**src/rtl/codiq_sequencer_if.sv**
```systemverilog
// Chip FIFO read port plus IQ coder / DAC handshake seen by codiq_sequencer.
// master = sequencer side, slave = FIFO/coder/DAC side.
interface codiq_sequencer_if;
  logic chip_data;
  logic chip_valid;
  logic chip_rd;
  logic coder_ready;
  logic dac_ready;
  logic b_in;
  logic en_2MHz;
  logic mem_state;

  modport master (
    input  chip_data, chip_valid, coder_ready, dac_ready,
    output chip_rd, b_in, en_2MHz, mem_state
  );

  modport slave (
    output chip_data, chip_valid, coder_ready, dac_ready,
    input  chip_rd, b_in, en_2MHz, mem_state
  );
endinterface

```
**src/rtl/codiq_sequencer.sv**
```systemverilog
// Frame sequencer pacing FIFO chips into the O-QPSK IQ coder at the 2 MHz chip rate.
// Define CODIQ_SEQ_STATUS_EN to add the chip_cnt / stall_cnt status outputs.
module codiq_sequencer #(
  parameter int CHIP_DIV    = 25,
  parameter int EN_HIGH     = 13,
  parameter int TAIL_CYCLES = 50,
  parameter int LEN_W       = 16
) (
  input  logic             clk,
  input  logic             reset,
  input  logic             start,
  input  logic [LEN_W-1:0] nb_chips,
  codiq_sequencer_if.master chip_if,
  output logic             busy,
  output logic             done,
  output logic             underrun
`ifdef CODIQ_SEQ_STATUS_EN
  ,
  output logic [LEN_W-1:0] chip_cnt,
  output logic [15:0]      stall_cnt
`endif
);

  localparam logic [1:0] IDLE     = 2'd0;
  localparam logic [1:0] WAIT_RDY = 2'd1;
  localparam logic [1:0] CHIP     = 2'd2;
  localparam logic [1:0] TAIL     = 2'd3;

  localparam int DIV_W  = $clog2(CHIP_DIV + 1);
  localparam int TAIL_W = $clog2(TAIL_CYCLES + 1);

  localparam logic [DIV_W-1:0]  DIV_LAST  = DIV_W'(CHIP_DIV - 1);
  localparam logic [DIV_W-1:0]  EN_LIM    = DIV_W'(EN_HIGH);
  localparam logic [TAIL_W-1:0] TAIL_LAST = TAIL_W'(TAIL_CYCLES - 1);

  logic [1:0]        state;
  logic [LEN_W-1:0]  remaining;
  logic [DIV_W-1:0]  div_cnt;
  logic [TAIL_W-1:0] tail_cnt;

  logic accept;
  logic at_boundary;
  logic last_chip;
  logic take_first;
  logic take_next;
  logic starved;
  logic [DIV_W-1:0] div_nxt;

  assign accept      = (state == IDLE) && start && (nb_chips != '0);
  assign at_boundary = (state == CHIP) && chip_if.dac_ready && (div_cnt == DIV_LAST);
  assign last_chip   = (remaining == LEN_W'(1));
  assign take_first  = (state == WAIT_RDY) && chip_if.coder_ready &&
                       chip_if.dac_ready && chip_if.chip_valid;
  assign take_next   = at_boundary && !last_chip && chip_if.chip_valid;
  assign starved     = at_boundary && !last_chip && !chip_if.chip_valid;
  assign div_nxt     = div_cnt + DIV_W'(1);

  // The pop is combinational so the FIFO head is consumed in the same cycle it is sampled.
  assign chip_if.chip_rd = !reset && (take_first || take_next);
  assign busy            = (state != IDLE);

  // NOTE: every register here uses non-blocking assignment so all state updates
  // see pre-edge values; blocking assignments would create order-dependent logic.
  always_ff @(posedge clk) begin
    if (reset) begin
      state             <= IDLE;
      remaining         <= '0;
      div_cnt           <= '0;
      tail_cnt          <= '0;
      chip_if.b_in      <= 1'b0;
      chip_if.en_2MHz   <= 1'b0;
      chip_if.mem_state <= 1'b0;
      done              <= 1'b0;
      underrun          <= 1'b0;
    end else begin
      done <= 1'b0;
      case (state)
        IDLE: begin
          if (accept) begin
            remaining <= nb_chips;
            underrun  <= 1'b0;
            state     <= WAIT_RDY;
          end
        end
        WAIT_RDY: begin
          if (take_first) begin
            chip_if.b_in      <= chip_if.chip_data;
            chip_if.en_2MHz   <= 1'b1;
            chip_if.mem_state <= 1'b1;
            div_cnt           <= '0;
            state             <= CHIP;
          end
        end
        CHIP: begin
          // dac_ready low freezes the whole chip period, outputs included.
          if (chip_if.dac_ready) begin
            if (div_cnt != DIV_LAST) begin
              div_cnt         <= div_nxt;
              chip_if.en_2MHz <= (div_nxt < EN_LIM);
            end else if (last_chip) begin
              chip_if.en_2MHz   <= 1'b0;
              chip_if.mem_state <= 1'b0;
              tail_cnt          <= '0;
              state             <= TAIL;
            end else if (chip_if.chip_valid) begin
              chip_if.b_in    <= chip_if.chip_data;
              chip_if.en_2MHz <= 1'b1;
              div_cnt         <= '0;
              remaining       <= remaining - LEN_W'(1);
            end else begin
              underrun        <= 1'b1;
              chip_if.en_2MHz <= 1'b0;
            end
          end
        end
        TAIL: begin
          if (chip_if.dac_ready) begin
            if (tail_cnt == TAIL_LAST) begin
              done  <= 1'b1;
              state <= IDLE;
            end else begin
              tail_cnt <= tail_cnt + TAIL_W'(1);
            end
          end
        end
        default: state <= IDLE;
      endcase
    end
  end

`ifdef CODIQ_SEQ_STATUS_EN
  always_ff @(posedge clk) begin
    if (reset || accept) begin
      chip_cnt  <= '0;
      stall_cnt <= '0;
    end else begin
      if (take_first || take_next) chip_cnt <= chip_cnt + LEN_W'(1);
      if (busy && (!chip_if.dac_ready || starved) && (stall_cnt != 16'hFFFF))
        stall_cnt <= stall_cnt + 16'd1;
    end
  end
`endif

endmodule

```
**src/flat_wrapper.sv**
```systemverilog
// flat-port wrapper written by rule: the top's interface ports become plain ports
module codiq_sequencer_flat 
#(
  parameter int CHIP_DIV    = 25,
  parameter int EN_HIGH     = 13,
  parameter int TAIL_CYCLES = 50,
  parameter int LEN_W       = 16
)
  (clk, reset, start, nb_chips, busy, done, underrun, chip_if_chip_data, chip_if_chip_valid, chip_if_coder_ready, chip_if_dac_ready, chip_if_chip_rd, chip_if_b_in, chip_if_en_2MHz, chip_if_mem_state);
  codiq_sequencer_if chip_if_i ();
  input  logic clk;
  input  logic reset;
  input  logic start;
  input  logic [LEN_W-1:0] nb_chips;
  output logic busy;
  output logic done;
  output logic underrun;
  input wire logic [$bits(chip_if_i.chip_data)-1:0] chip_if_chip_data;
  input wire logic [$bits(chip_if_i.chip_valid)-1:0] chip_if_chip_valid;
  input wire logic [$bits(chip_if_i.coder_ready)-1:0] chip_if_coder_ready;
  input wire logic [$bits(chip_if_i.dac_ready)-1:0] chip_if_dac_ready;
  output wire logic [$bits(chip_if_i.chip_rd)-1:0] chip_if_chip_rd;
  output wire logic [$bits(chip_if_i.b_in)-1:0] chip_if_b_in;
  output wire logic [$bits(chip_if_i.en_2MHz)-1:0] chip_if_en_2MHz;
  output wire logic [$bits(chip_if_i.mem_state)-1:0] chip_if_mem_state;
  assign chip_if_i.chip_data = chip_if_chip_data;
  assign chip_if_i.chip_valid = chip_if_chip_valid;
  assign chip_if_i.coder_ready = chip_if_coder_ready;
  assign chip_if_i.dac_ready = chip_if_dac_ready;
  assign chip_if_chip_rd = chip_if_i.chip_rd;
  assign chip_if_b_in = chip_if_i.b_in;
  assign chip_if_en_2MHz = chip_if_i.en_2MHz;
  assign chip_if_mem_state = chip_if_i.mem_state;
  codiq_sequencer #(.CHIP_DIV(CHIP_DIV), .EN_HIGH(EN_HIGH), .TAIL_CYCLES(TAIL_CYCLES), .LEN_W(LEN_W)) u_core (.clk(clk), .reset(reset), .start(start), .nb_chips(nb_chips), .chip_if(chip_if_i), .busy(busy), .done(done), .underrun(underrun));
endmodule
```
**config.mk**
```make
export PLATFORM = sky130hd
export DESIGN_NAME = codiq_sequencer_flat
export DESIGN_NICKNAME = d
export VERILOG_FILES = /design/src/rtl/codiq_sequencer_if.sv /design/src/rtl/codiq_sequencer.sv /design/src/flat_wrapper.sv
export SDC_FILE = /design/constraint.sdc
export NUM_CORES = 1
export LEC_CHECK = 0
export BUFFER_PORTS_ARGS = -buffer_cell sky130_fd_sc_hd__buf_4
export CAP_MARGIN = 20
export CORE_MARGIN = 1.5
export CORE_UTILIZATION = 52
export CTS_BUF_LIST = sky130_fd_sc_hd__clkbuf_16
export DETAILED_ROUTE_END_ITERATION = 6
export PLACE_DENSITY = 0.75
export SKIP_CTS_REPAIR_TIMING = 1
export SLEW_MARGIN = 10
export SYNTH_ARGS = -nofsm -noshare
export SYNTH_HDL_FRONTEND = slang
export SYNTH_SLANG_ARGS = --single-unit
```
**constraint.sdc**
```tcl
create_clock -name clk -period 2.3 [get_ports clk]
set_input_delay 0.115 -clock clk [delete_from_list [all_inputs] [get_ports clk]]
set_output_delay 0.115 -clock clk [all_outputs]
set_load 0.05 [all_outputs]
```
-- After elaboration in Yosys (flattened, before gate mapping)
Index checks and enable logic that the tools add are counted.
- register bits after elaboration: 34
- input bits: 23
- output and inout bits: 7
- word-level logic and storage cells: 112
- add/sub/neg operators: 3
- order comparisons: 1
- eq/ne operators: 20
- muxes and demuxes: 49
- bitwise gates (word level): 2
- reductions and logical operators: 28
- operators by type and width (operator ; count):
    $mux W16 ; 5
    $pmux W16 S2 ; 1
    $mux W6 ; 5
    $mux W5 ; 5
    $reduce_and A6 Y1 ; 4
    $mux W1 ; 19
    $eq A16 B1 Y1 const B ; 1
    $reduce_bool A16 Y1 ; 1
    $sub A16 B1 Y16 const B ; 1
    $mux W2 ; 7
    $ne A2 B2 Y1 const B ; 7
    $pmux W6 S2 ; 1
    $logic_and A1 B1 Y1 ; 10
    $pmux W5 S2 ; 1
    $reduce_and A5 Y1 ; 2
    $ne A2 B1 Y1 const B ; 4
    $pmux W1 S2 ; 4
    $pmux W2 S4 ; 1
    $reduce_bool A2 Y1 ; 4
    $reduce_and A7 Y1 ; 1
    $add A6 B1 Y6 const B ; 1
    $eq A6 B6 Y1 const B ; 1
    $ne A3 B3 Y1 const B ; 2
    $add A5 B1 Y5 const B ; 1
    11 further kinds ; 14

-- Logic depth before layout (Yosys ltp)
- depth after elaboration: 7
- gate-level depth with buffers: 8
- depth with buffers taken out: 7

-- Worst setup path after synthesis
Ideal clock, no wire load.
- kind: register to register
- from: reg u_core.state[0]
- to: reg u_core.remaining[7]
- library setup time: 126 ps
- data arrival time: 2127 ps
- setup slack: 48 ps
- cell stages (with the launch flop): 9
- clock period less this slack: 2252 ps
- cell sequence: dfxtp_1 -> inv_1 -> ha_1 -> inv_1 -> or3_4 -> o31a_2 -> buf_6 -> a41oi_2 -> a31oi_1
- longest elaborated chain between the ends: 5
- ends and longest elaborated chain (what ; RTL line ; source):
    start: declaration ; codiq_sequencer.sv:36 ; logic [1:0] state;
    start signal: assignment ; codiq_sequencer.sv:66 ; state <= IDLE;
    start signal: assignment ; codiq_sequencer.sv:82 ; state <= WAIT_RDY;
    start signal: assignment ; codiq_sequencer.sv:91 ; state <= CHIP;
    $logic_not A2 Y1 ; codiq_sequencer.sv:49, codiq_sequencer.sv:77 ;
    $logic_and A1 B1 Y1 (2 in series) ; codiq_sequencer.sv:49 ; assign accept = (state == IDLE) && start && (nb_chips != '0);
    $ne A2 B1 Y1 (no source line) ; n/a ;
    $reduce_and A6 Y1 (no source line) ; n/a ;
    end signal: assignment ; codiq_sequencer.sv:80 ; remaining <= nb_chips;
    end signal: assignment ; codiq_sequencer.sv:109 ; remaining <= remaining - LEN_W'(1);
    end: declaration ; codiq_sequencer.sv:37 ; logic [LEN_W-1:0] remaining;
Several ways; a longest one is shown, not always the timed one.
A chain may end at the register's enable or synchronous reset.

-- Worst setup path after layout
- from: reg u_core.state[0]
- to: reg u_core.remaining[2]
Same word-level chain as after synthesis.

==> flow_metrics.env <==
export IMPL_dp_cells=355
export IMPL_setup_violations=0
export IMPL_nets=343
export IMPL_power_uw=3350
export IMPL_seqCellArea_um2=681
export IMPL_grt_pass1_vias=2157
export IMPL_synthFlopType="dfxtp_1"
export IMPL_cts_buffer_depth=2
export IMPL_synth_simple_area_share_pct=24.1
export IMPL_ir_worst_vdd_uv=788
export IMPL_grtUsageTotal_pct=25.6
export IMPL_drive_above_1_share_pct=22.3
export IMPL_ioPinCount=30
export IMPL_multi_input_area_um2=1550
export IMPL_cpMostUsedCell="a31oi_1"
export IMPL_finClkSkew_ns=0.00287
export IMPL_initial_core_util_pct=54.1
export IMPL_placed_area_um2=2660
export IMPL_path_cells="inv_1, ha_1, buf_12, nor2_1, a31oi_1, buf_4, or4_2, a31oi_1"
export IMPL_die_y_um=70.5
export IMPL_p_per_area_nw_per_um2=1190
export IMPL_hold_depth=3
export IMPL_stdcell_area_um2=2810
export IMPL_cts_root_buffer="clkbuf_16"
export IMPL_path_clk_slew_ns=0.05
export IMPL_ys_seq_area_share_pct=28.7
export IMPL_r2r_start="u_core.state[0]$_SDFFE_PP0P_"
export IMPL_critical_path_class="reg -> reg"
export IMPL_core_region_area_um2=4380
export IMPL_synthesis_area_um2=2370
export IMPL_slew_headroom_pct=65.6
export IMPL_synthMuxAreaShare_pct=1.69
export IMPL_synth_top_cells_by_count="dfxtp_1, a21oi_1, nand2_1"
export IMPL_via_per_inst=6.61
export IMPL_post_drt_wl_per_cell_um=17.3
export IMPL_layoutNonFillerInstCount=362
export IMPL_clkLatencyLatePin_ns=0.28
export IMPL_grt_pass1_wl_mm=10.3
export IMPL_drc=0
export IMPL_cts_num_sinks=34
export IMPL_rr_worst_depth=8
export IMPL_synth_net_count=310
export IMPL_vias=2392
export IMPL_hpwl_mm=4.38
export IMPL_crit_fanout=33
export IMPL_cts_made_buffers=5
export IMPL_async_reset_ff_share_pct=0
export IMPL_holdPathEnd="u_core.remaining[15]$_SDFFE_PP0P_"
export IMPL_min_delay_start="nb_chips[15]"
export IMPL_critPathSlowestCell="or4_2"
export IMPL_yosysWarnings=0
export IMPL_synth_xor_area_share_pct=1.11
export IMPL_overflow=0
export IMPL_die_area_um2=4980
export IMPL_synth_compound_area_share_pct=32.1
export IMPL_crit_buf_inv=3
export IMPL_crit_arrival_ns=2.44
export IMPL_fin_crit_ns=2.23
export IMPL_gp_congestion=0.860
export IMPL_fill_cells=391
export IMPL_place_ws_ns=0.0782
export IMPL_layout_setup_ws_ns=0.0692
export IMPL_firstDrtPassIters=5
export IMPL_drtIter0Drc=378
export IMPL_synth_area_top_cells="dfxtp_1, ha_1, a21oi_1, o31ai_1, o21ai_0"
export IMPL_hp_class="in -> reg"
export IMPL_synth_cells=277
export IMPL_h_tree_depth=2
export IMPL_fmax_ghz=0.448
export IMPL_fp_dieW_um=70.5
export IMPL_diodes=0
export IMPL_synth_most_common_cell="dfxtp_1"
export IMPL_port_buffers=29
export IMPL_finalHoldViolCount=0
export IMPL_leakage_uw=0.00104
export IMPL_status="finished, final reports clean"
export IMPL_worst_setup_path_start_kind="flop"
export IMPL_postSynthAreaPerCell_um2=8.56
export IMPL_grt_max_degree=34
export IMPL_synth_top_area_share_pct=28.7
export IMPL_maxCapViolCount=0
export IMPL_cp_end_kind="flop"
export IMPL_holdWs_ns=0.168
export IMPL_area_growth_pct=18.5
export IMPL_routed_wl_mm=6.26
export IMPL_cpPeakStageDelay_ns=0.61
export IMPL_reg2reg_slack_ns=0.07
export IMPL_row_count=24
export IMPL_worst_pin_slew_ns=0.514
export IMPL_fin_crit_sh_pct=97.0
export IMPL_antenna_found_initial=0
export IMPL_slew_violations=0
export IMPL_ant_nets=0
export IMPL_synth_ff_latch_count=34
export IMPL_synth_fa_ha_area_share_pct=5.27
export IMPL_synth_top_family_by_area="compound AO/OA/AOI/OAI gates"
export IMPL_yosys_cell_types_count=66
export IMPL_r2r_end="u_core.remaining[2]$_SDFFE_PP0P_"
export IMPL_synth_top_area_cell="dfxtp_1"
export IMPL_synth_edf_count=0
export IMPL_cts_tree="done"
export IMPL_required_ns=2.51
export IMPL_crit_family="simple AND/OR/NAND/NOR gates"
flip-flops by register name, indices dropped and copies added, names as in the netlist:
register                  count
u_core.chip_if.b_in           1
u_core.chip_if.en_2MHz        1
u_core.chip_if.mem_state      1
u_core.div_cnt                5
u_core.done                   1
u_core.remaining             16
u_core.state                  2
u_core.tail_cnt               6
u_core.underrun               1
worst max-delay path by stage:
stage | from | to | slack (ns) | depth (start not counted)
final | u_core.state[0]$_SDFFE_PP0P_ | u_core.remaining[2]$_SDFFE_PP0P_ | 0.07 | 8
after global placement | u_core.state[0]$_SDFFE_PP0P_ | u_core.remaining[13]$_SDFFE_PP0P_ | 0.14 | 8
after floorplan | u_core.state[0]$_SDFFE_PP0P_ | u_core.remaining[7]$_SDFFE_PP0P_ | 0.05 | 8
after detailed placement | u_core.state[0]$_SDFFE_PP0P_ | u_core.remaining[2]$_SDFFE_PP0P_ | 0.08 | 7
after CTS | u_core.state[0]$_SDFFE_PP0P_ | u_core.remaining[2]$_SDFFE_PP0P_ | 0.06 | 7
after global routing | u_core.state[0]$_SDFFE_PP0P_ | u_core.remaining[2]$_SDFFE_PP0P_ | -0.02 | 8
worst min-delay path, stage by stage:
cell and delay (ns):
buf_4 0.08, a32oi_1 0.04, o31ai_1 0.17
layer usage:
metal	share of wire [%]	vias to the layer above	track usage (%)
li1	-	1152	-
met1	45	1125	36.7
met2	45	105	40.0
met3	8.1	10	4.70
met4	1.2	0	6.92
met5	0	-	0
logic make-up after synthesis:
logic type,Yosys count
simple gates,91
compound gates,103
mux,4
xor+xnor,3
buf+inv,32
flops,34
fa+ha+maj,10
layout by cell type, fill, tap and decap left out, types with 3 or more instances in the layout:
cell type   n
a31o_2      3
nor2_1      9
nor4_1      3
o2bb2ai_1   3
dfxtp_1    34
nor3_1      6
nor3b_1     4
o21ai_0    16
a21oi_1    21
o31a_1      3
ha_1        9
o311ai_0    5
o31ai_1    11
nand2_1    19
a41oi_1     3
clkbuf_16   5
a32oi_1     3
nand3b_1    4
and3_1      6
buf_4      41
mux2i_1     4
a31oi_1     7
or4_1       5
inv_1      17
nand2b_1    4
nand4_1     7
nand3_1     9
where the power goes:
part           total (uW)  leakage [uW]  internal [uW]  switching (uW)
logic                1830      0.000691            687            1140
clock network         627     0.0000723            387             240
registers             895      0.000277            729             166
total                3350       0.00104           1800            1540
final cells by class:
cell class              count  share of cell area [%]
clock buffers               5                    4.45
clock inverters             2                   0.267
inverters                  16                    2.14
multi-input cells         211                    55.0
flip-flops and latches     34                    24.2
well taps                  52                    2.31
repair buffers             42                    11.7
stage by stage:
| stage | utilization [%] | TNS (ns) |
|---|---|---|
| 6_report | 64.1 | 0 |
| 2_1_floorplan | - | 0 |
| 5_1_grt | 64.1 | -0.0208 |
| 3_5_place_dp | 60.6 | 0 |
| 4_1_cts | 63.6 | 0 |
| 3_3_place_gp | 60.6 | 0 |
Power figures use the tool's default switching activity.
